$ cat config.mk
export PLATFORM = sky130hd
export DESIGN_NAME = step_control_unit_flat
export DESIGN_NICKNAME = d
export VERILOG_FILES = /design/src/rtl/step_control_if.sv /design/src/rtl/step_control_unit.sv /design/src/flat_wrapper.sv
export SDC_FILE = /design/constraint.sdc
export NUM_CORES = 1
export LEC_CHECK = 0
export CORE_ASPECT_RATIO = 0.8
export CORE_MARGIN = 2
export CORE_UTILIZATION = 30
export CTS_CLUSTER_DIAMETER = 120
export DETAILED_ROUTE_END_ITERATION = 10
export PLACE_DENSITY = 0.73
export REMOVE_ABC_BUFFERS = 1
export SLEW_MARGIN = 5
export SYNTH_ARGS = -nofsm -noshare
export SYNTH_HDL_FRONTEND = slang
export SYNTH_SLANG_ARGS = --single-unit
export TNS_END_PERCENT = 10
$ cat constraint.sdc
create_clock -name clk -period 1.88 [get_ports clk]
set_clock_uncertainty 0.1 [all_clocks]
set_input_delay 0.282 -clock clk [delete_from_list [all_inputs] [get_ports clk]]
set_output_delay 0.282 -clock clk [all_outputs]
set_load 0.05 [all_outputs]
$ cat src/rtl/step_control_if.sv
// ============================================================================
// step_control_if : run/ir/flags inputs and register strobes of the sequencer
// Rev 1.0
// ============================================================================
`default_nettype none

interface step_control_if;
   logic       run;
   logic [7:0] ir;
   logic [3:0] flags;
   logic [5:0] step;
   logic       phase;
   logic [3:0] reg_e;
   logic [3:0] reg_s;
   logic       iar_e;
   logic       iar_s;
   logic       acc_e;
   logic       acc_s;
   logic       ram_e;
   logic       ram_s;
   logic       mar_s;
   logic       ir_s;
   logic       tmp_s;
   logic       flags_s;
   logic       bus1;
   logic [2:0] alu_op;

   modport master (
      output run, ir, flags,
      input  step, phase, reg_e, reg_s, iar_e, iar_s, acc_e, acc_s,
             ram_e, ram_s, mar_s, ir_s, tmp_s, flags_s, bus1, alu_op
   );

   modport slave (
      input  run, ir, flags,
      output step, phase, reg_e, reg_s, iar_e, iar_s, acc_e, acc_s,
             ram_e, ram_s, mar_s, ir_s, tmp_s, flags_s, bus1, alu_op
   );
endinterface

`default_nettype wire

$ cat src/rtl/step_control_unit.sv
// ============================================================================
// step_control_unit : six-step, two-phase instruction sequencer producing
//                     one-hot enable/set strobes for the 8-bit stepped CPU
// Rev 1.0
// ============================================================================
`default_nettype none

module step_control_unit (
   input  wire logic     clk,
   input  wire logic     reset,
   step_control_if.slave bus
);

   typedef enum logic [2:0] {
      ST_S1 = 3'd0,
      ST_S2 = 3'd1,
      ST_S3 = 3'd2,
      ST_S4 = 3'd3,
      ST_S5 = 3'd4,
      ST_S6 = 3'd5
   } step_t;

   step_t step_q, step_d;
   logic  phase_q, phase_d;

   always_ff @(posedge clk) begin
      if (reset) begin
         step_q  <= ST_S1;
         phase_q <= 1'b0;
      end else begin
         step_q  <= step_d;
         phase_q <= phase_d;
      end
   end

   always_comb begin
      step_d  = step_q;
      phase_d = phase_q;
      if (bus.run) begin
         if (!phase_q) begin
            phase_d = 1'b1;
         end else begin
            phase_d = 1'b0;
            case (step_q)
               ST_S1:   step_d = ST_S2;
               ST_S2:   step_d = ST_S3;
               ST_S3:   step_d = ST_S4;
               ST_S4:   step_d = ST_S5;
               ST_S5:   step_d = ST_S6;
               default: step_d = ST_S1;
            endcase
         end
      end
   end

   logic       w_is_alu;
   logic [3:0] w_cls;
   logic [2:0] w_op;
   logic [3:0] w_ra_oh;
   logic [3:0] w_rb_oh;
   logic       w_cond;

   assign w_is_alu = bus.ir[7];
   assign w_cls    = bus.ir[7:4];
   assign w_op     = bus.ir[6:4];
   assign w_ra_oh  = 4'b0001 << bus.ir[3:2];
   assign w_rb_oh  = 4'b0001 << bus.ir[1:0];
   assign w_cond   = |(bus.ir[3:0] & bus.flags);

   // Raw per-step decode; reset/phase/run gating is applied afterwards.
   logic [3:0] w_reg_e, w_reg_s;
   logic       w_iar_e, w_acc_e, w_ram_e, w_bus1;
   logic       w_iar_s, w_acc_s, w_ram_s, w_mar_s, w_ir_s, w_tmp_s, w_flags_s;
   logic [2:0] w_alu_op;

   always_comb begin
      w_reg_e   = 4'b0000;
      w_reg_s   = 4'b0000;
      w_iar_e   = 1'b0;
      w_acc_e   = 1'b0;
      w_ram_e   = 1'b0;
      w_bus1    = 1'b0;
      w_iar_s   = 1'b0;
      w_acc_s   = 1'b0;
      w_ram_s   = 1'b0;
      w_mar_s   = 1'b0;
      w_ir_s    = 1'b0;
      w_tmp_s   = 1'b0;
      w_flags_s = 1'b0;
      w_alu_op  = 3'b000;
      case (step_q)
         ST_S1: begin
            w_bus1  = 1'b1;
            w_iar_e = 1'b1;
            w_mar_s = 1'b1;
            w_acc_s = 1'b1;
         end
         ST_S2: begin
            w_ram_e = 1'b1;
            w_ir_s  = 1'b1;
         end
         ST_S3: begin
            w_acc_e = 1'b1;
            w_iar_s = 1'b1;
         end
         ST_S4: begin
            if (w_is_alu) begin
               w_reg_e = w_rb_oh;
               w_tmp_s = 1'b1;
            end else begin
               case (w_cls)
                  4'h0, 4'h1: begin
                     w_reg_e = w_ra_oh;
                     w_mar_s = 1'b1;
                  end
                  4'h2, 4'h5: begin
                     w_bus1  = 1'b1;
                     w_iar_e = 1'b1;
                     w_mar_s = 1'b1;
                     w_acc_s = 1'b1;
                  end
                  4'h3: begin
                     w_reg_e = w_rb_oh;
                     w_iar_s = 1'b1;
                  end
                  4'h4: begin
                     w_iar_e = 1'b1;
                     w_mar_s = 1'b1;
                  end
                  4'h6: begin
                     w_bus1    = 1'b1;
                     w_flags_s = 1'b1;
                  end
                  default: ;
               endcase
            end
         end
         ST_S5: begin
            if (w_is_alu) begin
               w_reg_e   = w_ra_oh;
               w_alu_op  = w_op;
               w_acc_s   = 1'b1;
               w_flags_s = 1'b1;
            end else begin
               case (w_cls)
                  4'h0, 4'h2: begin
                     w_ram_e = 1'b1;
                     w_reg_s = w_rb_oh;
                  end
                  4'h1: begin
                     w_reg_e = w_rb_oh;
                     w_ram_s = 1'b1;
                  end
                  4'h4: begin
                     w_ram_e = 1'b1;
                     w_iar_s = 1'b1;
                  end
                  4'h5: begin
                     w_acc_e = 1'b1;
                     w_iar_s = 1'b1;
                  end
                  default: ;
               endcase
            end
         end
         ST_S6: begin
            if (w_is_alu) begin
               w_acc_e = 1'b1;
               // CMP only updates flags; the result is discarded.
               if (w_op != 3'b111) w_reg_s = w_rb_oh;
            end else begin
               case (w_cls)
                  4'h2: begin
                     w_acc_e = 1'b1;
                     w_iar_s = 1'b1;
                  end
                  4'h5: begin
                     if (w_cond) begin
                        w_ram_e = 1'b1;
                        w_iar_s = 1'b1;
                     end
                  end
                  default: ;
               endcase
            end
         end
         default: ;
      endcase
   end

   logic w_en_ok;
   logic w_set_ok;

   assign w_en_ok  = ~reset;
   assign w_set_ok = phase_q & bus.run & ~reset;

   assign bus.step    = 6'b000001 << step_q;
   assign bus.phase   = phase_q;
   assign bus.reg_e   = w_en_ok ? w_reg_e : 4'b0000;
   assign bus.iar_e   = w_en_ok & w_iar_e;
   assign bus.acc_e   = w_en_ok & w_acc_e;
   assign bus.ram_e   = w_en_ok & w_ram_e;
   assign bus.bus1    = w_en_ok & w_bus1;
   assign bus.alu_op  = w_en_ok ? w_alu_op : 3'b000;
   assign bus.reg_s   = w_set_ok ? w_reg_s : 4'b0000;
   assign bus.iar_s   = w_set_ok & w_iar_s;
   assign bus.acc_s   = w_set_ok & w_acc_s;
   assign bus.ram_s   = w_set_ok & w_ram_s;
   assign bus.mar_s   = w_set_ok & w_mar_s;
   assign bus.ir_s    = w_set_ok & w_ir_s;
   assign bus.tmp_s   = w_set_ok & w_tmp_s;
   assign bus.flags_s = w_set_ok & w_flags_s;

endmodule

`default_nettype wire

$ cat src/flat_wrapper.sv
// flat-port wrapper written by rule: the top's interface ports become plain ports
module step_control_unit_flat 
  (clk, reset, bus_run, bus_ir, bus_flags, bus_step, bus_phase, bus_reg_e, bus_reg_s, bus_iar_e, bus_iar_s, bus_acc_e, bus_acc_s, bus_ram_e, bus_ram_s, bus_mar_s, bus_ir_s, bus_tmp_s, bus_flags_s, bus_bus1, bus_alu_op);
  step_control_if bus_i ();
  input  wire logic clk;
  input  wire logic reset;
  input wire logic [$bits(bus_i.run)-1:0] bus_run;
  input wire logic [$bits(bus_i.ir)-1:0] bus_ir;
  input wire logic [$bits(bus_i.flags)-1:0] bus_flags;
  output wire logic [$bits(bus_i.step)-1:0] bus_step;
  output wire logic [$bits(bus_i.phase)-1:0] bus_phase;
  output wire logic [$bits(bus_i.reg_e)-1:0] bus_reg_e;
  output wire logic [$bits(bus_i.reg_s)-1:0] bus_reg_s;
  output wire logic [$bits(bus_i.iar_e)-1:0] bus_iar_e;
  output wire logic [$bits(bus_i.iar_s)-1:0] bus_iar_s;
  output wire logic [$bits(bus_i.acc_e)-1:0] bus_acc_e;
  output wire logic [$bits(bus_i.acc_s)-1:0] bus_acc_s;
  output wire logic [$bits(bus_i.ram_e)-1:0] bus_ram_e;
  output wire logic [$bits(bus_i.ram_s)-1:0] bus_ram_s;
  output wire logic [$bits(bus_i.mar_s)-1:0] bus_mar_s;
  output wire logic [$bits(bus_i.ir_s)-1:0] bus_ir_s;
  output wire logic [$bits(bus_i.tmp_s)-1:0] bus_tmp_s;
  output wire logic [$bits(bus_i.flags_s)-1:0] bus_flags_s;
  output wire logic [$bits(bus_i.bus1)-1:0] bus_bus1;
  output wire logic [$bits(bus_i.alu_op)-1:0] bus_alu_op;
  assign bus_i.run = bus_run;
  assign bus_i.ir = bus_ir;
  assign bus_i.flags = bus_flags;
  assign bus_step = bus_i.step;
  assign bus_phase = bus_i.phase;
  assign bus_reg_e = bus_i.reg_e;
  assign bus_reg_s = bus_i.reg_s;
  assign bus_iar_e = bus_i.iar_e;
  assign bus_iar_s = bus_i.iar_s;
  assign bus_acc_e = bus_i.acc_e;
  assign bus_acc_s = bus_i.acc_s;
  assign bus_ram_e = bus_i.ram_e;
  assign bus_ram_s = bus_i.ram_s;
  assign bus_mar_s = bus_i.mar_s;
  assign bus_ir_s = bus_i.ir_s;
  assign bus_tmp_s = bus_i.tmp_s;
  assign bus_flags_s = bus_i.flags_s;
  assign bus_bus1 = bus_i.bus1;
  assign bus_alu_op = bus_i.alu_op;
  step_control_unit u_core (.clk(clk), .reset(reset), .bus(bus_i));
endmodule
## Word level (Yosys, flattened, before mapping)

Cells that the tools add are included.

| storage, ports and cells | value |
|---|---|
| register bits | 4 |
| bits of input ports | 15 |
| logic and storage cells | 100 |

| cells by class | value |
|---|---|
| eq/ne operators | 12 |
| shift-type cells | 3 |
| muxes and demuxes | 56 |
| bitwise operators | 15 |
| reduce and logical (&&, ||, !) cells | 12 |

Operators by type and width:

| operator | count |
|---|---|
| $mux 4 | 9 |
| $mux 1 | 31 |
| $pmux 4 s2 | 3 |
| $pmux 3 s5 | 1 |
| $and 1x1->1 | 13 |
| $eq 4x3->1 const B | 3 |
| $pmux 1 s2 | 5 |
| $mux 3 | 3 |
| $pmux 1 s3 | 3 |
| $reduce_or 3->1 | 3 |
| $eq 4x2->1 const B | 2 |
| $reduce_or 2->1 | 4 |
| $shl 1x2->4 const A | 2 |
| $eq 3x2->1 const B | 2 |
| $eq 3x3->1 const B | 2 |
| $shl 1x3->6 const A | 1 |
| $reduce_or 5->1 | 1 |
| $and 4x4->4 | 1 |
| $eq 4x1->1 const B | 1 |
| $logic_not 4->1 | 1 |
| $pmux 1 s4 | 1 |
| $reduce_or 4->1 | 1 |
| $eq 3x1->1 const B | 1 |
| $logic_not 3->1 | 1 |
| 3 further kinds | 3 |

## Logic depth before layout (Yosys ltp)

Gate-level depths: netlist (run 1).

| depth | value |
|---|---|
| depth after elaboration | 7 |
| depth in mapped cells | 6 |
| gate-level depth less buffers | 5 |

## Worst setup path before layout (run 1)

Ideal clock, no wire load.

| timing path | value |
|---|---|
| path kind | register -> output |
| start | reg u_core.phase_q, in the netlist u_core.bus.phase |
| end | out bus_ir_s |
| arrival time | 2.326 ns |
| setup slack | -0.828 ns |
| stages on the path, launching flop included | 5 |
| path through | dfxtp_1 -> nand2_1 -> or2_1 -> clkbuf_1 -> nor3_1 |

| between the ends | value |
|---|---|
| longest elaborated chain between the ends | 3 |

RTL lines:

| what | RTL line | text |
|---|---|---|
| start, declared | step_control_unit.sv:24 | `logic phase_q, phase_d;` |
| start signal, assigned | step_control_unit.sv:32 | `phase_q <= phase_d;` |
| $and 1x1->1 (2 in a row) | step_control_unit.sv:195 | `assign w_set_ok = phase_q & bus.run & ~reset;` |
| $and 1x1->1 | step_control_unit.sv:210 | `assign bus.ir_s = w_set_ok & w_ir_s;` |
| end, declared | flat_wrapper.sv:21 | `output wire logic [$bits(bus_i.ir_s)-1:0] bus_ir_s;` |

Every way passes these cells.

## Final worst setup path (run 1)

| timing path | value |
|---|---|
| start | reg u_core.step_q[0] |
| end | out bus_reg_s[0] |

| between the ends | value |
|---|---|
| longest elaborated chain between the ends | 3 |
| elaborated cells on any way between the ends | 4 |

RTL lines:

| what | RTL line | text |
|---|---|---|
| start, declared | step_control_unit.sv:23 | `step_t step_q, step_d;` |
| start signal, assigned | step_control_unit.sv:31 | `step_q <= step_d;` |
| $eq 3x3->1 | step_control_unit.sv:91 | `case (step_q)` |
| $pmux 4 s2 (*) | step_control_unit.sv:91 |  |
| $mux 4 (*) | step_control_unit.sv:205 | `assign bus.reg_s = w_set_ok ? w_reg_s : 4'b0000;` |
| end, declared | flat_wrapper.sv:13 | `output wire logic [$bits(bus_i.reg_s)-1:0] bus_reg_s;` |

Mark *: on every way between the ends. The rest lies on a longest branch, timed or not.

==> results.md, run 1 <==
- The flow ran to the end, but the final reports show violations.
- The final reports fail on negative setup slack.
- The sequential cell area is 83.8 um^2.
- The via count of the first global-routing pass was around 1200.
- The worst setup path is captured at an output pin.
- The sequential-to-total area share from yosys stat is 9.60%.
- The buffer cell driving the clock tree root is sky130_fd_sc_hd__clkbuf_4.
- At the later pin of the worst-skew pair, clock insertion delay measures ~240 ps.
- Internal power comes to 0.000332 W.
- The path type of the worst min-delay path is primary input to register.
- The share of layout cells above drive strength 1 is 59.7%.
- The post-detailed-placement cell area is approximately 1800 um^2.
- The final critical delay including setup and external delays is 2050 ps.
- The number of synthesized register bits is 4.
- The fraction of synthesized cell area taken by the top area cell type is roughly a tenth.
- Excluding fillers, the count of instances in the completed layout stands at between 200 and 250.
- The fraction of power spent switching nets is a little over two fifths.
- The standard cell core area is roughly 2700 um^2.
- Of the available clock period, the critical path in the final layout requires 109%.
- In this run, CTS created clock tree buffers numbering 3.
- The part of the total power dissipated in the clock network is about a fifth.
- The number of max-cap violations is 0.
- The transition time at the pin with the least slew margin is 287 ps.
- The total grt overflow is 0.
- The standard-cell row count is 17.
- Setup repair after global routing could not meet its margin everywhere.
- The TritonCTS clock tree is yes.
- Routability-driven placement finished with a final weighted congestion of 0.932.
- The count of endpoints failing setup in the final report is 19.
- In this run the static leakage power is 0.815 nW.
- Counting tap cells, the placed design contains a total of 229 instances.
- The initial utilization of the core area, before any placement, comes to 30.9%.
- Dividing the synthesized area by the synthesized cell count gives 6.78 um^2.
- Of all nets on the critical path, the largest fanout is 4.
- The post-synthesis instance area is between 800 and 900 um^2.
- After clock tree synthesis, the clock-pin slew on the worst setup and hold paths is 40 ps.
- In this run, flip-flops and latches consume between 15 and 20% of the power.
- The worst setup path is of the register to output pin kind.
- The die covers 3220 um^2.
- The die is ~50 um tall.
- The count of warnings emitted by yosys is 0.
- For this run, the total global-route usage over all layers was measured as 21.3%.
- The first-pass iteration count of the detailed router is 4.
- The worst pin sits at a relative slew slack of 80.9%.
- The count of nets left with antenna violations once routing finished came out at 0.
- Once layout is done, the placed cells without fillers occupy 1980 um^2.
- Combinational logic burns about 64% of the power.
- The number of nets in the layout is roughly 210.
- The final-layout setup total negative slack is -1460 ps.
- The maximum vdd drop is 0.251 mV.
- Derived from the worst setup path, the maximum achievable clock frequency is 489 MHz.
- The die span in x is 63.0 um.
- The number of buffers on the longest clock path is 2.
- In this run the power density over the cells is between 200 and 300 nW/um^2.
- The nature of the critical path startpoint is a register.
- From synthesis to final layout, the design area changed by 137%.
- The worst path setup slack after routing is -165 ps.
- The critical path data arrival time is 1660 ps.
- The total length of routed wires is 3510 um.
- The netlist uses 44 different library cells.
- The cell count after synthesis came out at 123.
- The net switching power is between 0.0002 and 0.00025 W.
- The HPWL reported at the end of detailed placement is 2550 um.
- The count of pins over their slew limit was 0.
- The wire length of the first global-routing pass is 5620 um.
- The layout has between 150 and 200 filler cells.
- For this block, the initial DRC count from the detailed router was 44.
- Detailed routing inserted a total of about 1200 vias.
- The final count of hold timing violations came to 0.
- By area the synthesized netlist is led by sky130_fd_sc_hd__dfxtp_1 9.6%, sky130_fd_sc_hd__nor2_1 7.6%, sky130_fd_sc_hd__a22o_1 5.2%.
- The routed wire length per instance is 15.0 um.
- The post-route DRC violation count is 0.
- The antenna cell count is 0.
- Power comes to 0.000576 W.
- The data required time of the worst path is 1500 ps.
- The count of input and output buffers is 43.
- The largest area contributor in the synthesized netlist is sky130_fd_sc_hd__dfxtp_1.
- The clock sink count is 4.
- The multi-input combinational cells in the finished layout cover a total of 812 um^2.
- The number of antenna violations at the first check in global routing is 0.
- Using the TritonRoute via totals, the vias-per-cell ratio works out to approximately 5.3.
- Entering global routing, the biggest net connects 12 pins.
- The I/O pin count is 44.
- The depth of the CTS H-tree is 1.
- Hold timing on the final database bottoms out at a slack of 305 ps.
repair_timing:
| action | in CTS | in global routing |
|---|---|---|
| endpoints found under the setup margin | 22 | 22 |
| resized for setup | 45 | 19 |
| gates cloned | 1 | 0 |
| hold endpoints to repair | 0 | 0 |
| hold buffers | 0 | 0 |
| pin swaps | 8 | 5 |
| setup buffers | 1 | 0 |
final cells by class:
cell class,count,share of cell area [%]
timing repair buffer,80,50.1
multi-input combinational,104,41.0
sequential,4,4.23
tap,38,2.40
inverter,5,1.20
clock buffer,3,1.14
power by group through the flow:
stage / clock network, W / logic (W) / registers, W
after detailed placement: 0 / 0.000337 / 0.0000978
after global placement: 0 / 0.000332 / 0.0000975
after floorplan: 0 / 0.000130 / 0.000110
after CTS: 0.000113 / 0.000354 / 0.0000965
after global routing: 0.000116 / 0.000387 / 0.0000991
final: 0.000110 / 0.000367 / 0.0000987
state kept, by name, indices dropped and copies added (netlist names):
| register | count |
|---|---|
| u_core.bus.phase | 1 |
| u_core.step_q | 3 |
synth_stat cells:
cell,number
sky130_fd_sc_hd__nor2_1,17
sky130_fd_sc_hd__nand2_1,10
sky130_fd_sc_hd__a21oi_1,8
sky130_fd_sc_hd__buf_2,6
sky130_fd_sc_hd__o21ai_0,6
sky130_fd_sc_hd__a22o_1,5
sky130_fd_sc_hd__and3_1,5
sky130_fd_sc_hd__a22oi_1,4
sky130_fd_sc_hd__dfxtp_1,4
sky130_fd_sc_hd__nand2b_1,4
sky130_fd_sc_hd__nand3_1,4
sky130_fd_sc_hd__inv_1,3
sky130_fd_sc_hd__nor2b_1,3
sky130_fd_sc_hd__nor3_2,3
sky130_fd_sc_hd__o21ai_1,3
sky130_fd_sc_hd__o22ai_1,3
sky130_fd_sc_hd__a211oi_1,2
sky130_fd_sc_hd__a22oi_2,2
sky130_fd_sc_hd__and3b_1,2
sky130_fd_sc_hd__clkbuf_1,2
sky130_fd_sc_hd__nor2_2,2
sky130_fd_sc_hd__nor3_1,2
sky130_fd_sc_hd__nor3b_1,2
sky130_fd_sc_hd__a2111oi_4,1
sky130_fd_sc_hd__a31oi_1,1
sky130_fd_sc_hd__a32oi_1,1
sky130_fd_sc_hd__buf_1,1
sky130_fd_sc_hd__buf_4,1
sky130_fd_sc_hd__clkinv_4,1
sky130_fd_sc_hd__inv_2,1
sky130_fd_sc_hd__mux2_2,1
sky130_fd_sc_hd__nand3b_1,1
sky130_fd_sc_hd__nor4_4,1
sky130_fd_sc_hd__o211a_1,1
sky130_fd_sc_hd__o21a_1,1
sky130_fd_sc_hd__o21ai_2,1
sky130_fd_sc_hd__o21bai_1,1
sky130_fd_sc_hd__o31ai_1,1
sky130_fd_sc_hd__o32ai_2,1
sky130_fd_sc_hd__or2_1,1
sky130_fd_sc_hd__or2b_1,1
sky130_fd_sc_hd__or3b_2,1
sky130_fd_sc_hd__or3b_4,1
sky130_fd_sc_hd__xnor2_1,1
routing by layer:
metal,wire (um),vias to the layer above,global-route usage (%)
met5,0,-,0
met4,0,0,5.19
met3,211,0,4.19
met2,1800,51,37.9
met1,1490,587,26.6
li1,-,604,-
metrics by stage:
step | setup slack [ps] | utilization, %
6_report | -165 | 73.4
5_1_grt | -194 | 73.4
3_5_place_dp | -370 | 66.3
2_1_floorplan | -760 | -
4_1_cts | -187 | 71.2
3_3_place_gp | -358 | 66.3
critical path: stages, from the launching register on:
cell and delay [ps]:
sky130_fd_sc_hd__dfxtp_2 330, sky130_fd_sc_hd__or3b_4 450, sky130_fd_sc_hd__nor4_4 190, sky130_fd_sc_hd__o21ai_4 120
sky130_fd_sc_hd__nor3_4 160, sky130_fd_sc_hd__buf_12 160
logic make-up (layout without fill, tap and decap cells):
group	count (synthesis)	count (layout)	share of synthesized area [%]
flops	4	4	9.60
simple gates	60	60	41.2
mux	1	1	1.35
compound gates	42	42	38.1
buf+inv	15	88	8.70
xor+xnor	1	1	1.05
path summary, 6_finish.rpt:
kind	startpoint	end	slack [ps]	cells past startpoint
setup / recovery	u_core.step_q[0]	bus_reg_s[0]	-170	5
setup reg to reg	u_core.step_q[0]	u_core.step_q[2]	560	6
hold / removal	bus_run	u_core.bus.phase	300	3
hold reg to reg	u_core.bus.phase	u_core.step_q[2]	450	2
placed cells by master, fill, tap and decap left out, types with 3 or more instances in the layout:
cell,instances
sky130_fd_sc_hd__buf_12,27
sky130_fd_sc_hd__nor2_1,9
sky130_fd_sc_hd__nor2_4,3
sky130_fd_sc_hd__nand2_1,9
sky130_fd_sc_hd__nand2b_1,3
sky130_fd_sc_hd__o21ai_1,3
sky130_fd_sc_hd__dfxtp_2,3
sky130_fd_sc_hd__and3_1,3
sky130_fd_sc_hd__buf_4,32
sky130_fd_sc_hd__o21ai_0,6
sky130_fd_sc_hd__nor2b_1,3
sky130_fd_sc_hd__buf_6,7
sky130_fd_sc_hd__nand3_1,4
sky130_fd_sc_hd__a22oi_2,4
sky130_fd_sc_hd__a21oi_2,4
sky130_fd_sc_hd__a21oi_1,4
sky130_fd_sc_hd__dlygate4sd2_1,8
sky130_fd_sc_hd__nor2_2,7
sky130_fd_sc_hd__a22o_1,5
sky130_fd_sc_hd__clkbuf_4,3
No activity file was read; power rests on OpenSTA's default activity.
==> run 2: changes to the inputs <==
--- a/config.mk
+++ b/config.mk
@@ -5,12 +5,14 @@
 export SDC_FILE = /design/constraint.sdc
 export NUM_CORES = 1
 export LEC_CHECK = 0
+export CELL_PAD_IN_SITES_DETAIL_PLACEMENT = 2
+export CELL_PAD_IN_SITES_GLOBAL_PLACEMENT = 2
 export CORE_ASPECT_RATIO = 0.8
 export CORE_MARGIN = 2
-export CORE_UTILIZATION = 30
+export CORE_UTILIZATION = 19
 export CTS_CLUSTER_DIAMETER = 120
 export DETAILED_ROUTE_END_ITERATION = 10
-export PLACE_DENSITY = 0.73
+export PLACE_DENSITY = 0.87
 export REMOVE_ABC_BUFFERS = 1
 export SLEW_MARGIN = 5
 export SYNTH_ARGS = -nofsm -noshare
==> run 2 against run 1 <==
  * The flow still finishes with violations (negative setup slack)
  * Sequential power about the same
  * Sequential share of layout area fell by 0.14 points
  * Die area is 53% higher
  * Total power up 22%
  * Worst hold slack improved by 170 ps
  * Critical path depth unchanged
  * Register-to-register slack got worse by 210 ps
==> results.md, run 2 (synthesized netlist as in run 1, its figures left out) <==
- The standard cell core area is 4200 um^2 (was 2700 um^2).
- The detailed-route vias per instance is 5.22 (was 5.31).
- The hold path startpoint is bus_run (unchanged).
- The number of max-cap violations is 0 (unchanged).
- The antenna violation net count after detailed routing is 0 (unchanged).
- The clock network latency to the later pin of the worst-skew pair is 220 ps (was 240 ps).
- The total power is 0.000701 W (was 0.000576 W).
- The total CTS buffers is 3 (unchanged).
- The flip-flop count of the largest register, all copies and words added is 3 (unchanged).
- The number of design-rule violations left by the first detailed-router iteration is 28 (was 44).
- The total number of vias is 1346 (was 1242).
- The final-layout setup total negative slack was -3360 ps (was -1460 ps).
- The worst reg2reg path endpoint is u_core.step_q[2] (unchanged).
- The maximum number of pins on one net before global-route repair is 11 (was 12).
- The highest achievable clock rate came to 462 MHz (was 489 MHz).
- The clock transition at the registers of the reported paths is 40 ps (about the same).
- The final critical delay including setup and external delays is 2170 ps (was 2050 ps).
- The buffer cell driving the clock tree root was sky130_fd_sc_hd__clkbuf_8 (was sky130_fd_sc_hd__clkbuf_4).
- The die span in x is 78.1 um (was 63.0 um).
- The leakage component of the power was 0.835 nW (was 0.815 nW).
- The depth of the CTS H-tree is 1 (unchanged).
- The number of cells on the worst reg-to-reg path is 5 (was 6).
- The critical path data arrival time is 1780 ps (was 1660 ps).
- The nature of the critical path startpoint is a register (unchanged).
- The most common cell after layout, fill and taps aside is sky130_fd_sc_hd__buf_4 (unchanged).
- The largest fanout of any net on the critical path came to 4 (unchanged).
- The clock sink count is 4 (unchanged).
- The kind of capture point of the worst setup path is an output pin (unchanged).
- The HPWL reported at the end of detailed placement came to 3870 um (was 2550 um).
- The TritonCTS clock tree is yes (unchanged).
- The die outline area came to 4940 um^2 (was 3220 um^2).
- The I/O pin count came to 44 (unchanged).
- Setup repair after global routing missed its margin: true (unchanged).
- The reg-to-reg critical path startpoint is u_core.step_q[0] (unchanged).
- The count of input and output buffers is 43 (unchanged).
- The hold buffer count at CTS came to 0 (unchanged).
- The most flop-heavy register is u_core.step_q (unchanged).
- The ratio of total power to cell area came to 337 nW/um^2 (was 290 nW/um^2).
- The number of antenna violations at the first check in global routing is 0 (unchanged).
- The wire length of the first global-routing pass is 8640 um (was 5620 um).
- The final cell count without fillers came to 258 (was 234).
- The worst setup path endpoint was bus_reg_s[0] (unchanged).
- The global-route met1 utilization was 25.0% (was 26.6%).
- Most frequent cells in the layout: 36 x sky130_fd_sc_hd__buf_4, 27 x sky130_fd_sc_hd__buf_12, 10 x sky130_fd_sc_hd__nor2_1 (was 32 x sky130_fd_sc_hd__buf_4, 27 x sky130_fd_sc_hd__buf_12, 9 x sky130_fd_sc_hd__nor2_1, 9 x sky130_fd_sc_hd__nand2_1, 8 x sky130_fd_sc_hd__dlygate4sd2_1).
- The number of buffers on the longest clock path came to 2 (unchanged).
- The count of endpoints failing setup in the final report is 22 (was 19).
- The register-to-register setup slack came to 350 ps (was 560 ps).
- The kind of critical path was register to output pin (unchanged).
- The share of layout cells above drive strength 1 was 65.2% (was 59.7%).
- The layout overhead on the synthesized area is 149% (was 137%).
- The global-route total usage across every layer is 23.0% (was 21.3%).
- The launch point of the critical path is u_core.step_q[0] (unchanged).
- The maximum vdd drop is 0.204 mV (was 0.251 mV).
- The path type of the worst min-delay path was primary input to register (unchanged).
- The number of nets in the layout is 218 (was 213).
- The final count of hold timing violations is 0 (unchanged).
- The busiest layer in global routing was met2 (unchanged).
- The antenna cell count is 0 (unchanged).
- The total grt overflow is 0 (unchanged).
- The count of pins over their slew limit is 0 (unchanged).
- The remaining max-slew budget at the tightest pin is 75.1% (was 80.9%).
- The fraction of met3 tracks used by global routing is 3.15% (was 4.19%).
- The standard-cell row count was 21 (was 17).
- The transition time at the pin with the least slew margin is 373 ps (was 287 ps).
- The height of the die is 63.3 um (was 51.2 um).
- The fraction of the cycle the final worst path needs is 115% (was 109%).
- The data required time of the worst path is 1500 ps (about the same).
- The final RePlAce weighted congestion is 0.843 (was 0.932).
- The initial core utilization is 19.9% (was 30.9%).
- The routing usage on met2 is 43.9% (was 37.9%).
- The routed wire length per instance is 24.6 um (was 15.0 um).
- The total length of routed wires is 6350 um (was 3510 um).
- The first-pass iteration count of the detailed router is 4 (unchanged).
- The worst path setup slack after routing is -285 ps (was -165 ps).
- The post-route DRC violation count is 0 (unchanged).
- The worst-case hold slack came to 477 ps (was 305 ps).
- The via count of the first global-routing pass is 1521 (was 1243).
- Violations in the final reports: negative setup slack (unchanged).
- The instance count after placement with tap cells included is 246 (was 229).
- Outcome: finished, violations left (unchanged).
[run 2: changes by cell type in the layout (fill, tap and decap cells not counted), moves of 2 or more]
| cell | before | now |
|---|---|---|
| sky130_fd_sc_hd__buf_2 | 0 | 4 |
| sky130_fd_sc_hd__buf_4 | 32 | 36 |
| sky130_fd_sc_hd__dlygate4sd2_1 | 8 | 4 |
| sky130_fd_sc_hd__clkbuf_4 | 3 | 0 |
| sky130_fd_sc_hd__clkbuf_8 | 0 | 3 |
| sky130_fd_sc_hd__and3_1 | 3 | 5 |
| sky130_fd_sc_hd__and3_4 | 2 | 0 |
| sky130_fd_sc_hd__o21ai_2 | 0 | 2 |
[run 2: timing repair]
action | CTS | global route
endpoints found under the setup margin | 22 | 22
pin swaps | 10 | 5
gates resized for setup | 72 | 14
setup buffers | 4 | 5
[run 2: final cells by class]
type | instances | area, um^2
clock buffer | 3 | 41.3
fill | 463 | 2120
inverter | 5 | 23.8
multi-input combinational | 104 | 838
sequential | 4 | 85.1
tap | 57 | 71.3
timing repair buffer | 85 | 1020
[run 2: where the power goes]
part	internal [W]	leakage (nW)	total, W	switching [W]
clock	0.000138	0.0216	0.000195	0.0000569
sequential	0.0000925	0.0344	0.000101	0.00000882
combinational	0.000175	0.779	0.000405	0.000230
total	0.000405	0.835	0.000701	0.000296
[run 2: stage by stage]
step	setup slack, ps	utilization [%]	instance area (um^2)
2_1_floorplan	-760	-	786
3_3_place_gp	-404	42.8	1800
3_5_place_dp	-520	42.8	1800
4_1_cts	-219	47.1	1980
5_1_grt	-328	49.5	2080
6_report	-285	49.5	2080
[run 2: layer usage]
layer | wire (um) | vias to the layer above
li1 | - | 608
met1 | 2460 | 672
met2 | 3480 | 55
met3 | 260 | 11
met4 | 150 | 0
met5 | 0 | -
[run 2: how the worst min path moves through the flow]
stage | to | cells past startpoint
detailed placement | u_core.step_q[2] | 2
global placement | u_core.step_q[2] | 2
floorplan | u_core.step_q[2] | 1
CTS | u_core.step_q[2] | 2
global route | u_core.bus.phase | 4
finish | u_core.bus.phase | 4
[run 2: worst max-delay path: stages (launching register included)]
cell and delay [ps]:
sky130_fd_sc_hd__dfxtp_2 350, sky130_fd_sc_hd__or3b_4 470, sky130_fd_sc_hd__nor4_4 190, sky130_fd_sc_hd__o21ai_2 160, sky130_fd_sc_hd__nor3_2 210, sky130_fd_sc_hd__buf_12 170
